===== src/rtl/bp_me_wb_arbiter.sv =====
// Round-robin arbiter sharing one Wishbone B4 slave among several masters.
// Ownership is held for the whole cyc window; ack is returned to the owner only.
module bp_me_wb_arbiter #(
  parameter int num_masters_p = 2,
  parameter int adr_width_p   = 37,
  parameter int data_width_p  = 64,
  localparam int sel_width_lp = data_width_p / 8
) (
  input  logic                                  clk_i,
  input  logic                                  reset_i,
  input  logic [num_masters_p*adr_width_p-1:0]  m_adr_i,
  input  logic [num_masters_p*data_width_p-1:0] m_dat_i,
  input  logic [num_masters_p-1:0]              m_cyc_i,
  input  logic [num_masters_p-1:0]              m_stb_i,
  input  logic [num_masters_p*sel_width_lp-1:0] m_sel_i,
  input  logic [num_masters_p-1:0]              m_we_i,
  input  logic [num_masters_p*3-1:0]            m_cti_i,
  input  logic [num_masters_p*2-1:0]            m_bte_i,
  output logic [data_width_p-1:0]               m_dat_o,
  output logic [num_masters_p-1:0]              m_ack_o,
  output logic [adr_width_p-1:0]                s_adr_o,
  output logic [data_width_p-1:0]               s_dat_o,
  output logic                                  s_cyc_o,
  output logic                                  s_stb_o,
  output logic [sel_width_lp-1:0]               s_sel_o,
  output logic                                  s_we_o,
  output logic [2:0]                            s_cti_o,
  output logic [1:0]                            s_bte_o,
  input  logic [data_width_p-1:0]               s_dat_i,
  input  logic                                  s_ack_i,
  output logic [num_masters_p-1:0]              grant_o
);

  localparam int iw_lp = $clog2(num_masters_p);

  typedef enum logic {e_idle, e_busy} state_e;

  state_e                   state_r, state_n;
  logic [num_masters_p-1:0] grant_r, grant_n;
  logic [iw_lp-1:0]         last_r, last_n;

  // First requester strictly after 'last', wrapping; scanning backwards so the
  // nearest one wins the final assignment.
  function automatic logic [iw_lp-1:0] rr_pick(input logic [num_masters_p-1:0] req,
                                               input logic [iw_lp-1:0] last);
    logic [iw_lp-1:0] pick;
    int j;
    pick = last;
    for (int i = num_masters_p; i >= 1; i--) begin
      j = (int'(last) + i) % num_masters_p;
      if (req[j]) pick = iw_lp'(j);
    end
    return pick;
  endfunction

  always_ff @(posedge clk_i or posedge reset_i) begin
    if (reset_i) begin
      state_r <= e_idle;
      grant_r <= '0;
      last_r  <= iw_lp'(num_masters_p - 1);
    end else begin
      state_r <= state_n;
      grant_r <= grant_n;
      last_r  <= last_n;
    end
  end

  always_comb begin
    state_n = state_r;
    grant_n = grant_r;
    last_n  = last_r;
    case (state_r)
      e_idle: begin
        if (|m_cyc_i) begin
          state_n         = e_busy;
          last_n          = rr_pick(m_cyc_i, last_r);
          grant_n         = '0;
          grant_n[last_n] = 1'b1;
        end
      end
      e_busy: begin
        if (!m_cyc_i[last_r]) begin
          state_n = e_idle;
          grant_n = '0;
        end
      end
      default: begin
        state_n = e_idle;
        grant_n = '0;
      end
    endcase
  end

  // In e_busy last_r is the owner's index, so it drives the slave mux directly.
  always_comb begin
    s_adr_o = '0;
    s_dat_o = '0;
    s_cyc_o = 1'b0;
    s_stb_o = 1'b0;
    s_sel_o = '0;
    s_we_o  = 1'b0;
    s_cti_o = '0;
    s_bte_o = '0;
    m_ack_o = '0;
    if (state_r == e_busy) begin
      s_adr_o = m_adr_i[last_r*adr_width_p +: adr_width_p];
      s_dat_o = m_dat_i[last_r*data_width_p +: data_width_p];
      s_cyc_o = m_cyc_i[last_r];
      s_stb_o = m_stb_i[last_r] & m_cyc_i[last_r];
      s_sel_o = m_sel_i[last_r*sel_width_lp +: sel_width_lp];
      s_we_o  = m_we_i[last_r];
      s_cti_o = m_cti_i[last_r*3 +: 3];
      s_bte_o = m_bte_i[last_r*2 +: 2];
      m_ack_o[last_r] = s_ack_i & s_cyc_o & s_stb_o;
    end
  end

  assign m_dat_o = s_dat_i;
  assign grant_o = grant_r;

endmodule


===== config.mk =====
export PLATFORM = sky130hd
export DESIGN_NAME = bp_me_wb_arbiter
export DESIGN_NICKNAME = d
export VERILOG_FILES = /design/src/rtl/bp_me_wb_arbiter.sv
export SDC_FILE = /design/constraint.sdc
export NUM_CORES = 1
export LEC_CHECK = 0
export ABC_AREA = 1
export BUFFER_PORTS_ARGS = -buffer_cell sky130_fd_sc_hd__buf_2
export CORE_AREA = 2 2 188 190
export CTS_BUF_LIST = sky130_fd_sc_hd__clkbuf_4
export DETAILED_ROUTE_END_ITERATION = 16
export DIE_AREA = 0 0 190 192
export PLACE_DENSITY = 0.35
export SETUP_SLACK_MARGIN = 0.05
export SYNTH_ARGS = -nofsm -noshare
export SYNTH_HDL_FRONTEND = slang
export SYNTH_SLANG_ARGS = --single-unit

===== constraint.sdc =====
create_clock -name clk_i -period 1.5 [get_ports clk_i]
set_input_delay 0.15 -clock clk_i [delete_from_list [all_inputs] [get_ports clk_i]]
set_output_delay 0.15 -clock clk_i [all_outputs]
set_load 0.01 [all_outputs]

==> impl_metrics.env, run 1 <==
export IMPL_hold_start="m_cyc_i[0]"
export IMPL_worstReg2RegStart="last_r$_DFFE_PP1P_"
export IMPL_antenna_found_initial=2
export IMPL_hold_depth=3
export IMPL_async_flop_share=1.000
export IMPL_yosysTopAreaCell="nand2_1"
export IMPL_netlist_top_cells_count="nand2_1 (244), a21oi_1 (104), buf_4 (84)"
export IMPL_synth_edf_count=0
export IMPL_die_w_um=190
export IMPL_fin_crit_sh=1.211
export IMPL_cp_max_fo=8
export IMPL_syn_instance_count=485
export IMPL_placed_area_um2=4375
export IMPL_syn_area_per_cell_um2=5.085
export IMPL_synthFlopType="dfrtp_1"
export IMPL_grt_pass1_wl_um=24560
export IMPL_finalSetupViolCount=119
export IMPL_crit_path_frequent_cell="buf_12"
export IMPL_post_dp_hpwl_um=13170
export IMPL_cts_tree="done"
export IMPL_clockBufferDepth=2
export IMPL_cts_made_buffers=3
export IMPL_boundaryPins=486
export IMPL_final_area_um2=5700
export IMPL_synth_net_count=786
export IMPL_grt_overflow_total=0
export IMPL_holdWs_ns=0.2535
export IMPL_first_pass_iters=6
export IMPL_yosysMostFrequentCell="nand2_1"
export IMPL_ant_nets=0
export IMPL_cts_sinks=4
export IMPL_maxSlewViolCount=0
export IMPL_fp_row_count=68
export IMPL_path_clk_slew_ns=0.05
export IMPL_viasPerCell=3.504
export IMPL_clk_root_buffer_cell="clkbuf_4"
export IMPL_worstSetupEndpointType="output port"
export IMPL_die_area_um2=36480
export IMPL_drive_above_1_share=0.7261
export IMPL_startpoint_type="flop"
export IMPL_dp_slack_ns=-0.1513
export IMPL_drt_iter0_markers=153
export IMPL_critPathRequiredTime_ns=1.35
export IMPL_ys_types=16
export IMPL_dieHeight_um=192
export IMPL_ys_seq_area_frac=0.04110
export IMPL_netlist_area_um2=2466
export IMPL_synth_area_top_cells="nand2_1 (37%), buf_4 (26%), a21oi_1 (21%)"
export IMPL_finalHoldViolCount=0
export IMPL_timing_final_ws_setup_ns=-0.3168
export IMPL_port_buffers=357
export IMPL_leakage_uw=0.003042
export IMPL_insertion_delay_ns=0.24
export IMPL_path_cells="buf_12, buf_12, buf_6, nand2_1, a21oi_2, buf_2"
export IMPL_synth_seq_cells=4
export IMPL_run_status="complete, but fails checks"
export IMPL_max_cap_violations=0
export IMPL_cp_num_buf_inv=4
export IMPL_synth_top_area_frac=0.3714
export IMPL_path_class="flop to output port"
export IMPL_slew_headroom=0.6753
export IMPL_period_needed_ns=1.817
export IMPL_crit_path_top_delay_cell="dfstp_4"
export IMPL_grt_pass1_vias=4071
export IMPL_arrival_ns=1.67
export IMPL_drc=0
export IMPL_grt_max_degree=64
export IMPL_reg2reg_slack_ns=0.12
export IMPL_r2r_end="grant_o[0]$_DFFE_PP0P_"
export IMPL_vias=4390
export IMPL_design_core_area_um2=34290
export IMPL_wl_per_cell_um=15.38
export IMPL_max_freq_mhz=550.4
export IMPL_syn_to_final_growth_pct=131.2
export IMPL_reg2reg_depth=7
export IMPL_gp_congestion=0.7084
export IMPL_rsz0062_at_grt="yes"
export IMPL_tightestPinTransition_ns=0.4871
export IMPL_violations="negative setup slack"
export IMPL_crit_family="flip-flops"
export IMPL_crit_path_max_incr_delay_ns=0.66
export IMPL_final_nets=1098
export IMPL_grt_usage=0.09233
export IMPL_drt_total_wl_um=19270
export IMPL_clock_skew_final_ns=0.01227
export IMPL_p_per_area_nw_per_um2=1780
export IMPL_start_util=0.07192
export IMPL_vdd_ir_drop_max_mv=0.9153
export IMPL_whs_endpoint="grant_o[0]$_DFFE_PP0P_"
export IMPL_hold_class="primary input to flop"
export IMPL_ys_warn_count=0
export IMPL_cts_max_level=1
## per-layer routing
metal  global-route usage  routed length (um)
met4              0.05098                 840
met2               0.1670                9436
met3              0.01590                1421
met1               0.1024                7574
met5                    0                   0
## worst max path at each step
stage                        from     endpoint  depth (start not counted)
3_5_place_dp   last_r$_DFFE_PP1P_   s_cti_o[2]                          5
3_3_place_gp   last_r$_DFFE_PP1P_   s_cti_o[2]                          5
6_report       last_r$_DFFE_PP1P_  s_dat_o[15]                          6
5_1_grt        last_r$_DFFE_PP1P_  s_adr_o[11]                          6
4_1_cts        last_r$_DFFE_PP1P_  s_adr_o[31]                          6
2_1_floorplan  last_r$_DFFE_PP1P_   s_adr_o[0]                          4
## flip-flops by register name, indices dropped and copies added, names as in the netlist
signal	count
state_r	1
grant_o	2
last_r	1
## stage by stage
step	power [uW]	TNS (ns)	cells	utilization
final	10150	-30.00	1253	0.1663
after global routing	11010	-38.33	1253	0.1663
after CTS	9289	-33.69	1248	0.1496
after detailed placement	6871	-1.598	1223	0.1276
after global placement	6943	-1.210	1223	0.1276
after floorplan	4174	0	485	-
## what timing repair did
action | 4_1_cts | 5_1_grt
gates resized for setup | 101 | 138
hold buffers | 1 | 0
buffers inserted | 10 | 1
endpoints found under the hold margin | 3 | 0
pin swaps | 45 | 47
cloned | 10 | 3
setup endpoints to repair | 119 | 119
## tightest hold or removal path: stages
cell,delay (ns)
buf_2,0.13
o211ai_1,0.09
nand2_1,0.06
## layout by cell type, fill, tap and decap left out, types with 4 or more instances in the layout
cell / netlist / routed
nand2_4: 0 / 39
nor2_1: 6 / 5
buf_16: 0 / 10
clkbuf_4: 0 / 4
buf_4: 84 / 18
a21oi_1: 104 / 31
buf_2: 13 / 350
nand2_1: 244 / 169
nand2_2: 0 / 36
buf_12: 0 / 12
buf_6: 4 / 14
a21oi_2: 11 / 82
## power by group
group,switching (uW),internal [uW]
logic,5410,4330
registers,59.3,177
clock network,49.1,118
total,5520,4630
## area by class of cell
cell class                      instances  area, um^2
Fill cell                            3984       28590
Timing Repair Buffer                  410        2675
Multi-Input combinational cell        373        2282
Tap cell                              455       569.3
Sequential cell                         4       105.1
Inverter                                5       33.78
Clock buffer                            4       30.03
Antenna cell                            2       5.005
## logic make-up after synthesis
kind of cell           count (synthesis)  synth area share
buffers and inverters                108            0.3110
DFF                                    4           0.04110
AOI/OAI and AO/OA                    119            0.2593
and+or+nand+nor                      254            0.3886
No activity file was read; power rests on OpenSTA's default activity.
==> inputs of run 2 (changes only) <==
--- a/config.mk
+++ b/config.mk
@@ -10,6 +10,5 @@
 export CORE_AREA = 2 2 188 190
-export CTS_BUF_LIST = sky130_fd_sc_hd__clkbuf_4
 export DETAILED_ROUTE_END_ITERATION = 16
 export DIE_AREA = 0 0 190 192
-export PLACE_DENSITY = 0.35
+export PLACE_DENSITY = 0.3
 export SETUP_SLACK_MARGIN = 0.05
--- a/constraint.sdc
+++ b/constraint.sdc
@@ -3,2 +3,2 @@
 set_output_delay 0.15 -clock clk_i [all_outputs]
-set_load 0.01 [all_outputs]
+set_load 0.1 [all_outputs]
==> run 2 against run 1 <==
The flow still finishes with violations (negative setup slack). Clock skew down 0.0098 ns. Sequential cell count unchanged. Cell count down 0.24%. Routed wire length down 9.0%. Via count down 3.1%. Utilization up 6.9 points. Final area up 41%. Register-to-register slack worse by 0.02 ns. Sequential share of layout area down 0.54 points. Critical endpoint is now s_sel_o[1].
==> impl_metrics.env, run 2 (synthesized netlist as in run 1, its figures left out) <==
export IMPL_startpoint_type="flop"
export IMPL_gp_congestion=0.6847
export IMPL_maxSlewViolCount=0
export IMPL_fin_crit_sh=1.207
export IMPL_cts_max_level=1
export IMPL_timing_final_ws_setup_ns=-0.3099
export IMPL_rsz0062_at_grt="yes"
export IMPL_die_w_um=190
export IMPL_period_needed_ns=1.810
export IMPL_hold_class="primary input to flop"
export IMPL_multi_input_area_um2=3049
export IMPL_crit_path_frequent_cell="buf_12"
export IMPL_finalHoldViolCount=0
export IMPL_fill_cells=3800
export IMPL_boundaryPins=486
export IMPL_cp_num_buf_inv=3
export IMPL_drt_total_wl_um=17530
export IMPL_path_cells="buf_12, buf_4, nand2_1, a21oi_4, buf_12"
export IMPL_max_freq_mhz=552.5
export IMPL_slew_headroom=0.6630
export IMPL_largest_reg_flops=2
export IMPL_grt_overflow_total=0
export IMPL_regArea_um2=105.1
export IMPL_start_util=0.07192
export IMPL_dieHeight_um=192
export IMPL_clockBufferDepth=2
export IMPL_critPathRequiredTime_ns=1.35
export IMPL_final_common_cell="buf_2"
export IMPL_design_core_area_um2=34290
export IMPL_arrival_ns=1.66
export IMPL_cts_tree="done"
export IMPL_port_buffers=357
export IMPL_diodes=0
export IMPL_crit_path_top_delay_cell="dfstp_4"
export IMPL_fin_util=0.2352
export IMPL_placed_area_um2=7744
export IMPL_grt_pass1_vias=4484
export IMPL_drt_iter0_markers=68
export IMPL_crit_path_max_incr_delay_ns=0.66
export IMPL_cts_made_buffers=3
export IMPL_final_area_um2=8064
export IMPL_insertion_delay_ns=0.22
export IMPL_cts_sinks=4
export IMPL_clk_root_buffer_cell="clkbuf_16"
export IMPL_cp_max_fo=13
export IMPL_finalSetupViolCount=119
export IMPL_max_cap_violations=0
export IMPL_clock_skew_final_ns=0.002493
export IMPL_violations="negative setup slack"
export IMPL_post_dp_hpwl_um=15140
export IMPL_final_nets=1097
export IMPL_grt_usage=0.08758
export IMPL_grt_pass1_wl_um=25280
export IMPL_vias=4256
export IMPL_antenna_found_initial=0
export IMPL_tightestPinTransition_ns=0.5089
export IMPL_worstSetupEndpointType="output port"
export IMPL_grt_max_degree=47
export IMPL_ant_nets=0
export IMPL_crit_family="flip-flops"
export IMPL_viasPerCell=3.405
export IMPL_run_status="complete, but fails checks"
export IMPL_wl_per_cell_um=14.02
export IMPL_drc=0
export IMPL_path_clk_slew_ns=0.03
export IMPL_mostFrequentLayoutCells="buf_2 (238), nand2_1 (197), buf_12 (134)"
export IMPL_drive_above_1_share=0.7346
export IMPL_syn_to_final_growth_pct=227.0
export IMPL_first_pass_iters=4
export IMPL_fp_row_count=68
export IMPL_path_class="flop to output port"
export IMPL_die_area_um2=36480
## run 2: cell types whose count changed in the layout (fill, tap and decap cells not counted), moves of 28 or more
cell,before,now
buf_2,350,238
nand2_4,39,7
nand2_1,169,197
buf_12,12,134
a21oi_1,31,0
a21oi_4,2,114
a21oi_2,82,1
## run 2: path summary, 6_finish.rpt
path | startpoint | endpoint | slack, ns | cells past startpoint
worst max-delay path | last_r$_DFFE_PP1P_ | s_sel_o[1] | -0.31 | 5
worst min-delay path | m_cyc_i[0] | grant_o[0]$_DFFE_PP0P_ | 0.25 | 3
worst max register to register | last_r$_DFFE_PP1P_ | grant_o[0]$_DFFE_PP0P_ | 0.10 | 7
worst min register to register | grant_o[0]$_DFFE_PP0P_ | grant_o[0]$_DFFE_PP0P_ | 0.53 | 2
max in group asynchronous | reset_i | last_r$_DFFE_PP1P_ | 0.89 | 3
min in group asynchronous | reset_i | grant_o[1]$_DFFE_PP0P_ | 0.38 | 3
## run 2: routing by layer
layer,up-vias,wire [um],GRT usage
met5,-,0,0
met4,0,255,0.01699
met3,22,1772,0.03070
met2,236,8870,0.1565
met1,1901,6631,0.1008
li1,2097,-,-
## run 2: stage by stage
| step | worst slack [ns] | std cells | hold slack, ns | TNS (ns) |
|---|---|---|---|---|
| finish | -0.3099 | 1250 | 0.2462 | -32.20 |
| global route | -0.3767 | 1250 | 0.2728 | -39.68 |
| global placement | -0.1550 | 1243 | 0.05547 | -6.819 |
| detailed placement | -0.1334 | 1243 | 0.04576 | -7.404 |
| floorplan | -0.7879 | 485 | -0.08464 | -16.60 |
| CTS | -0.3546 | 1248 | 0.2444 | -35.46 |
## run 2: area by class of cell
type / count / area share
inverters: 5 / 0.003569
clock buffers: 4 / 0.009775
flip-flops and latches: 4 / 0.01303
multi-input cells: 373 / 0.3781
repair buffers: 409 / 0.5249
well taps: 455 / 0.07060
## run 2: worst register-to-register path, cell delays in order, from the launching register on
cell,delay [ns]
dfstp_4,0.66
inv_4,0.08
buf_12,0.15
nand2_2,0.08
buf_4,0.11
nand3_2,0.07
nand3_1,0.08
nand2_1,0.05
## run 2: repair_timing
action	4_1_cts	5_1_grt
setup buffers	0	1
setup endpoints to repair	119	122
gates cloned	0	1
hold buffers	1	0
resized for setup	41	22
pin swaps	0	0
endpoints found under the hold margin	3	0
Power of run 2 is not shown: default switching activity piles up to over one toggle a cycle in this logic, so the estimate is an artifact.
==> inputs of run 3 (changes only) <==
CTS_CLUSTER_DIAMETER = 200   (was not set)
clock period = 1.75 ns   (was 1.5 ns; I/O delays follow)
==> run 3 against run 2 <==
The flow still finishes with violations (negative setup slack). Count of clock-buffer cells in the layout unchanged. Worst hold slack improved by 0.045 ns. Register-to-register slack improved by 0.17 ns. Worst setup slack improved by 0.12 ns. Routed wire length increased by 18%. Critical path depth increased by 1. Die area unchanged. Sequential share of layout area decreased by 0.10 points. Sequential cell count unchanged. Non-clock buffer count increased by 4. Via count increased by 2.2%. First-iteration DRC count decreased by 25%. Critical path type unchanged.
==> impl_metrics.env, run 3 (synthesized netlist as in run 1, its figures left out) <==
export IMPL_run_status="complete, but fails checks"
export IMPL_violations="negative setup slack"
export IMPL_max_freq_mhz=516.3
export IMPL_cts_made_buffers=3
export IMPL_syn_to_final_growth_pct=254.8
export IMPL_gp_congestion=0.7248
export IMPL_hold_depth=3
export IMPL_holdWs_ns=0.2913
export IMPL_die_area_um2=36480
export IMPL_critPathRequiredTime_ns=1.57
export IMPL_grt_pass1_vias=4387
export IMPL_die_w_um=190
export IMPL_worstSetupEndpointType="output port"
export IMPL_path_class="flop to output port"
export IMPL_first_pass_iters=4
export IMPL_timing_final_ws_setup_ns=-0.1868
export IMPL_start_util=0.07192
export IMPL_grt_usage=0.09505
export IMPL_startpoint_type="flop"
export IMPL_grt_overflow_total=0
export IMPL_final_common_cell="buf_2"
export IMPL_path_cells="buf_12, buf_12, clkbuf_16, nand2_4, a21oi_4, buf_12"
export IMPL_grt_max_degree=51
export IMPL_max_cap_violations=0
export IMPL_fin_crit_sh=1.107
export IMPL_boundaryPins=486
export IMPL_design_core_area_um2=34290
export IMPL_dieHeight_um=192
export IMPL_hold_class="primary input to flop"
export IMPL_vias=4349
export IMPL_worstReg2RegStart="last_r$_DFFE_PP1P_"
export IMPL_post_dp_hpwl_um=14980
export IMPL_clock_skew_final_ns=0.004542
export IMPL_cp_max_fo=5
export IMPL_final_nets=1101
export IMPL_arrival_ns=1.76
export IMPL_final_setup_tns_ns=-15.58
export IMPL_clockBufferDepth=2
export IMPL_path_clk_slew_ns=0.03
export IMPL_tightestPinTransition_ns=0.5078
export IMPL_antenna_found_initial=0
export IMPL_fp_row_count=68
export IMPL_clk_root_buffer_cell="clkbuf_16"
export IMPL_drc=0
export IMPL_whs_endpoint="grant_o[0]$_DFFE_PP0P_"
export IMPL_ant_nets=0
export IMPL_reg2reg_slack_ns=0.27
export IMPL_slew_headroom=0.6638
export IMPL_hold_start="m_cyc_i[0]"
export IMPL_drive_above_1_share=0.8123
export IMPL_port_buffers=357
export IMPL_finalSetupViolCount=119
export IMPL_rsz0062_at_grt="yes"
export IMPL_reg2reg_depth=8
export IMPL_fin_util=0.2552
export IMPL_crit_path_frequent_cell="buf_12"
export IMPL_largest_reg_flops=2
export IMPL_maxSlewViolCount=0
export IMPL_finalHoldViolCount=0
export IMPL_mostFrequentLayoutCells="buf_2 (238), buf_12 (137), nand2_1 (132)"
export IMPL_wl_per_cell_um=16.50
export IMPL_fill_cells=3679
export IMPL_crit_path_max_incr_delay_ns=0.63
export IMPL_drt_iter0_markers=51
export IMPL_cts_tree="done"
export IMPL_cts_max_level=1
export IMPL_drt_total_wl_um=20690
export IMPL_grt_pass1_wl_um=26720
export IMPL_period_needed_ns=1.937
export IMPL_crit_path_top_delay_cell="dfstp_4"
export IMPL_r2r_end="state_r$_DFF_PP0_"
export IMPL_cts_sinks=4
export IMPL_insertion_delay_ns=0.23
export IMPL_viasPerCell=3.468
export IMPL_diodes=0
==> run 3: cell count changes in the layout (fill, tap and decap cells not counted), moves of 2 or more <==
| cell | before | now |
|---|---|---|
| nand3_1 | 1 | 3 |
| buf_12 | 134 | 137 |
| buf_4 | 26 | 16 |
| nor2_1 | 2 | 4 |
| nand2_2 | 40 | 53 |
| nand2_1 | 197 | 132 |
| buf_16 | 1 | 7 |
| nand2_4 | 7 | 59 |
| clkbuf_16 | 4 | 10 |
| nor2_4 | 4 | 2 |
==> run 3: worst max-delay path: cells and delay by family (launching register included) <==
family	cells	cell delay, ns
flip-flops	1	0.63
buffers and inverters	4	0.67
AND/OR/NAND/NOR	1	0.05
AO/OA/AOI/OAI	1	0.17
==> run 3: how the worst max path moves through the flow <==
| stage | startpoint | slack, ns | end | depth (start not counted) |
|---|---|---|---|---|
| final | last_r$_DFFE_PP1P_ | -0.19 | s_dat_o[56] | 6 |
| after global routing | last_r$_DFFE_PP1P_ | -0.24 | m_ack_o[0] | 9 |
| after CTS | last_r$_DFFE_PP1P_ | -0.19 | m_ack_o[0] | 7 |
| after detailed placement | last_r$_DFFE_PP1P_ | 0.03 | s_dat_o[22] | 5 |
| after global placement | last_r$_DFFE_PP1P_ | 0.02 | s_dat_o[23] | 5 |
| after floorplan | last_r$_DFFE_PP1P_ | -0.59 | m_ack_o[0] | 5 |
==> run 3: final cells by class <==
type | instances | area [um^2] | area share
Clock buffer | 4 | 78.83 | 0.009009
Timing Repair Buffer | 413 | 4518 | 0.5164
Multi-Input combinational cell | 373 | 3440 | 0.3931
Inverter | 5 | 38.79 | 0.004433
Tap cell | 455 | 569.3 | 0.06507
Sequential cell | 4 | 105.1 | 0.01201
==> run 3: per-stage QoR <==
| stage | instances | setup WS [ns] | instance area (um^2) |
|---|---|---|---|
| 2_1_floorplan | 485 | -0.5925 | 3727 |
| 3_3_place_gp | 1228 | 0.02114 | 7564 |
| 3_5_place_dp | 1228 | 0.02607 | 7564 |
| 4_1_cts | 1238 | -0.1905 | 7968 |
| 5_1_grt | 1254 | -0.2397 | 8750 |
| 6_report | 1254 | -0.1868 | 8750 |
==> run 3: per-layer routing <==
layer | global-route usage | vias to the layer above | wire [um]
met2 | 0.1760 | 232 | 10410
li1 | - | 2113 | -
met4 | 0.02564 | 0 | 379
met5 | 0 | - | 0
met3 | 0.02796 | 22 | 1671
met1 | 0.1052 | 1982 | 8224
==> run 3: repair_timing <==
| item | 4_1_cts | 5_1_grt |
|---|---|---|
| hold buffers | 1 | 0 |
| pin swaps | 6 | 39 |
| resized for setup | 65 | 135 |
| gates cloned | 4 | 10 |
| endpoints found under the setup margin | 119 | 119 |
| endpoints found under the hold margin | 3 | 0 |
| setup buffers | 1 | 6 |
Power of run 3 is left out for the same reason.
